`src/rtl/plc_timer_bank.sv`:
```
// plc_timer_bank: multi-channel PLC on-delay timer bank with manual pass-through and global E-stop.
// Optional off-delay hold is enabled by defining PLC_OFFDLY_EN.
module plc_timer_bank #(
    parameter int NUM_CH         = 4,
    parameter int CNT_W          = 16,
    parameter int PRESCALE       = 50000,
    parameter int DEFAULT_PRESET = 20,
    parameter int OFF_TICKS      = 10,
    localparam int CH_W          = (NUM_CH > 1) ? $clog2(NUM_CH) : 1
) (
    input  logic              clk,
    input  logic              reset,
    input  logic              ena,
    input  logic              estop,
    input  logic [NUM_CH-1:0] start,
    input  logic [NUM_CH-1:0] man,
    input  logic [NUM_CH-1:0] auto_md,
    input  logic              cfg_we,
    input  logic [CH_W-1:0]   cfg_ch,
    input  logic [CNT_W-1:0]  cfg_preset,
    output logic [NUM_CH-1:0] ctrl,
    output logic [NUM_CH-1:0] busy
);
    localparam int PS_W = (PRESCALE > 1) ? $clog2(PRESCALE) : 1;
`ifdef PLC_OFFDLY_EN
    localparam int HOLD_N = OFF_TICKS;
`else
    localparam int HOLD_N = 0;
`endif
    localparam logic [1:0] IDLE = 2'd0, TIMING = 2'd1, ON = 2'd2, OFF_HOLD = 2'd3;

    logic [PS_W-1:0]                ps_q, ps_d;
    logic [NUM_CH-1:0][1:0]         st_q, st_d;
    logic [NUM_CH-1:0][CNT_W-1:0]   cnt_q, cnt_d;
    logic [NUM_CH-1:0][CNT_W-1:0]   pre_q, pre_d;
    logic [NUM_CH-1:0]              ctrl_q, ctrl_d;
    logic                           tick;

    assign tick = (ps_q == PS_W'(PRESCALE - 1));
    assign ps_d = !ena ? ps_q : tick ? '0 : ps_q + PS_W'(1);

    // State register: prescaler, channel FSMs, counters, presets and outputs.
    always_ff @(posedge clk or posedge reset) begin
        if (reset) begin
            ps_q   <= '0;
            st_q   <= '0;
            cnt_q  <= '0;
            pre_q  <= {NUM_CH{CNT_W'(DEFAULT_PRESET)}};
            ctrl_q <= '0;
        end else begin
            ps_q   <= ps_d;
            st_q   <= st_d;
            cnt_q  <= cnt_d;
            pre_q  <= pre_d;
            ctrl_q <= ctrl_d;
        end
    end

    // Next state per channel: estop and mode selection override the auto timer FSM.
    always_comb begin
        st_d  = st_q;
        cnt_d = cnt_q;
        pre_d = pre_q;
        for (int i = 0; i < NUM_CH; i++) begin
            if (ena) begin
                if (cfg_we && 32'(cfg_ch) == i)
                    pre_d[i] = cfg_preset;
                if (estop || man[i] || !auto_md[i]) begin
                    st_d[i]  = IDLE;
                    cnt_d[i] = '0;
                end else begin
                    case (st_q[i])
                        IDLE: if (start[i]) begin
                            st_d[i]  = (pre_q[i] == '0) ? ON : TIMING;
                            cnt_d[i] = '0;
                        end
                        TIMING: if (!start[i]) begin
                            st_d[i]  = IDLE;
                            cnt_d[i] = '0;
                        end else if (tick) begin
                            st_d[i]  = ({1'b0, cnt_q[i]} + 1'b1 >= {1'b0, pre_q[i]}) ? ON : TIMING;
                            cnt_d[i] = (st_d[i] == ON) ? '0 : cnt_q[i] + CNT_W'(1);
                        end
                        ON: if (!start[i]) begin
                            st_d[i]  = (HOLD_N == 0) ? IDLE : OFF_HOLD;
                            cnt_d[i] = '0;
                        end
                        default: if (start[i]) begin
                            st_d[i]  = ON;
                            cnt_d[i] = '0;
                        end else if (tick) begin
                            st_d[i]  = ({1'b0, cnt_q[i]} + 1'b1 >= (CNT_W+1)'(HOLD_N)) ? IDLE : OFF_HOLD;
                            cnt_d[i] = (st_d[i] == IDLE) ? '0 : cnt_q[i] + CNT_W'(1);
                        end
                    endcase
                end
            end
        end
    end

    // Outputs: manual follows start, auto drives from the next FSM state, estop forces off.
    always_comb begin
        ctrl_d = ctrl_q;
        busy   = '0;
        for (int i = 0; i < NUM_CH; i++) begin
            if (ena)
                ctrl_d[i] = estop ? 1'b0 : man[i] ? start[i] : (st_d[i] == ON || st_d[i] == OFF_HOLD);
            busy[i] = (st_q[i] == TIMING || st_q[i] == OFF_HOLD);
        end
    end

    assign ctrl = ctrl_q;
endmodule

```
`config.mk`:
```
export PLATFORM = sky130hd
export DESIGN_NAME = plc_timer_bank
export DESIGN_NICKNAME = d
export VERILOG_FILES = /design/src/rtl/plc_timer_bank.sv
export SDC_FILE = /design/constraint.sdc
export NUM_CORES = 1
export LEC_CHECK = 0
export ABC_AREA = 0
export BUFFER_PORTS_ARGS = -buffer_cell sky130_fd_sc_hd__buf_2
export CAP_MARGIN = 40
export CORE_MARGIN = 1.5
export CORE_UTILIZATION = 25
export CTS_BUF_LIST = sky130_fd_sc_hd__clkbuf_16
export CTS_CLUSTER_SIZE = 12
export DETAILED_ROUTE_END_ITERATION = 10
export PLACE_DENSITY_LB_ADDON = 0.3
export REMOVE_ABC_BUFFERS = 1
export SLEW_MARGIN = 10
export SYNTH_ARGS = -nofsm -noshare
export SYNTH_HDL_FRONTEND = slang
export SYNTH_SLANG_ARGS = --single-unit
export TNS_END_PERCENT = 50
```
`constraint.sdc`:
```
create_clock -name clk -period 4.8 [get_ports clk]
set_input_delay 0.48 -clock clk [delete_from_list [all_inputs] [get_ports clk]]
set_output_delay 0.48 -clock clk [all_outputs]
set_load 0.02 [all_outputs]
```
==> out/results.ini <==
[detailed_routing]
ant_nets=0
avgRoutedWirePerCell_um=16.26
viasPerCell=4.866
dr_total_vias=7785
drt_iter0_drc=509
drc=0
firstDrtPassIters=5
routed_wl_um=26010

[floorplanning]
num_io_pins=43
dieArea_um2=41110
start_util_pct=25.57
placeableCoreArea_um2=39010
rows=72
die_h_um=202.7
fp.dieW_um=202.7

[sta]
worst_pin_slew_ns=0.8533
finalWorstPathRequiredPeriod_ns=3.772
max-slew-margin-rel_pct=42.88
fin_tns_setup_ns=0
hold_viol=0
setup_viol=0
rsz0062_at_grt=false
final_max_slew_viol_count=0
finalCritPeriodShare_pct=78.58
fin_skew_ns=0.01341
layout_setup_ws_ns=1.028
fmax_ghz=0.2651

[clock_network]
cts_root_buffer=clkbuf_16
numCtsBuffers=17
hold_buffers=0
htreeDepth=4
cts_resized=0
cts_buffer_depth=2
clk_pin_slew_ns=0.07
clock_latency_ns=0.45
post_cts_buffers=0
cts_tree=built
clock-sinks=156

[synthesis]
synth_top_family_by_area=simple AND/OR/NAND/NOR gates
synthFlopType=dfrtp_1
synth_xor_area_share_pct=4.829
synthAdderAreaFrac_pct=8.655
postSynthCellCount=1035
yosysWarnings=0
synth.area.mux_share_pct=5.745
avgSynthCellArea_um2=9.637
netlist_area_um2=9975
ys_seq_area_share_pct=39.24
ys_types=89
async_reset_ff_share_pct=100.0
yosys.area_share.simple_pct=21.95
synth_edf_count=0
synth-compound-area-share_pct=14.64
synth-seq-cells=156

[flow_run]
max_cap_violations=0

[power_and_ir_drop]
vdd_drop_max_uv=284.9
powerDensity_nw_per_um2=309.1
p_leak_nw=5.237

[final_layout]
area_delta_synth_final_pct=13.46
fin_nets=1173
final_core_util_pct=29.01
final_cell_mix=148 x dfrtp_1, 110 x nand2_1, 79 x inv_1, 69 x ha_1, 57 x nor2_1
n_antenna_cell=0
layout_commonest_cell=dfrtp_1
drive_gt1_share_pct=17.38
final_area_um2=11320

[global_route]
grt_usage_pct=13.28
grt_pass1_wl_um=42960
gr-total-overflow=0
antenna_found_initial=1
grt_max_degree=81
grt_pass1_vias=7766

[worst_setup_path]
cp.required_ns=5.13
crit_path_start_kind=flip-flop
crit_path_max_fanout=16
critPathKind=flip-flop to flip-flop
critPathArrivalTime_ns=4.10
end_kind=flip-flop

[worst_hold_path]
hold_path_class=primary input to asynchronous set/reset pin

[placed_design]
place.gp.congestion=0.8003
dp_hpwl_um=19400
io_buffers=42
dp_slack_ns=1.038
dpl_cell_area_um2=10730

[status]
status=completed

synthesized netlist by cell type (all sizes together), types with 5 or more instances:
master | count | share of area [%]
nor2 | 58 | 2.2
a21oi | 30 | 1.5
clkbuf | 14 | 0.53
nand2 | 110 | 4.1
xor2 | 21 | 1.8
a32oi | 5 | 0.44
o21ai | 51 | 2.6
a32o | 21 | 2.1
xnor2 | 34 | 3.0
o31ai | 6 | 0.50
ha | 69 | 8.7
nand4 | 33 | 2.2
nor4 | 25 | 1.9
a22o | 7 | 0.61
dfstp | 8 | 2.1
nand2b | 13 | 0.82
or2 | 21 | 1.3
mux2 | 50 | 5.6
and3 | 21 | 1.3
buf | 21 | 1.4
nor2b | 11 | 0.69
nor3 | 13 | 0.70
o41ai | 7 | 0.80
inv | 80 | 3.0
and2 | 15 | 0.94
o2111ai | 6 | 0.53
dfrtp | 148 | 37
a21o | 14 | 1.1
a2111oi | 7 | 1.2
nand3 | 45 | 2.4
and4 | 8 | 0.73
registers in the layout (all words and copies together) (netlist names):
signal and cells:
ps_q 16, st_q 8, pre_q 64, ctrl 4
cnt_q 64
layout make-up:
| cell class | count | area (µm²) |
|---|---|---|
| multi-input cells | 764 | 5573 |
| flip-flops and latches | 156 | 3914 |
| clock inverters | 15 | 158.9 |
| fillers | 4077 | 27690 |
| repair buffers | 50 | 292.8 |
| well taps | 518 | 648.1 |
| clock buffers | 17 | 425.4 |
| inverters | 80 | 305.3 |
per-layer routing:
metal | share of wire, % | wire, µm | GRT usage (%) | up-vias
met5 | 0.042 | 11 | 0 | -
met4 | 1.6 | 424 | 3.968 | 2
met2 | 46 | 12010 | 21.49 | 103
met1 | 50 | 12920 | 18.26 | 3822
li1 | - | - | - | 3834
met3 | 2.5 | 648 | 1.990 | 24
cell families after synthesis:
group,count (synthesis)
mux,51
compound gates,192
xor+xnor,55
flops,156
buf+inv,115
fa+ha+maj,69
simple gates,397
power by group:
| part | internal (mW) | total, mW | switching, mW |
|---|---|---|---|
| Combinational | 0.225 | 0.512 | 0.287 |
| Clock | 0.736 | 1.38 | 0.642 |
| Sequential | 1.47 | 1.61 | 0.139 |
| Total | 2.43 | 3.50 | 1.07 |
metrics by stage:
| stage | instances | hold WS (ns) | power, mW |
|---|---|---|---|
| finish | 1600 | 0.1736 | 3.498 |
| global route | 1600 | 0.2571 | 3.682 |
| CTS | 1600 | 0.2192 | 3.542 |
| detailed placement | 1568 | 0.4979 | 2.150 |
| global placement | 1564 | 0.5065 | 2.130 |
| floorplan | 1000 | 0.4778 | 1.960 |
worst paths after layout:
kind,startpoint,slack [ns],depth (start not counted),end
setup / recovery,cnt_q[0],1.03,12,cnt_q[0]
hold / removal,reset,0.17,2,cnt_q[7]
setup reg to reg,cnt_q[0],1.03,12,cnt_q[0]
hold reg to reg,ctrl[0],0.51,2,ctrl[0]
max in group asynchronous,reset,3.51,3,pre_q[34]
min in group clk,cfg_preset[2],0.32,3,pre_q[2]
worst max-delay path, cell delays in order, from the launching register on:
cell and delay [ns]:
dfrtp_1 0.42, ha_1 0.26, and4_1 0.27, and3_1 0.21, nand3_1 0.10, and2_1 0.17, or2_2 0.30, ha_1 0.30
nand3_1 0.09, or3_1 0.43, a2111oi_2 0.57, nor4b_4 0.23, mux2_2 0.31
(Power assumes the default switching activity.)
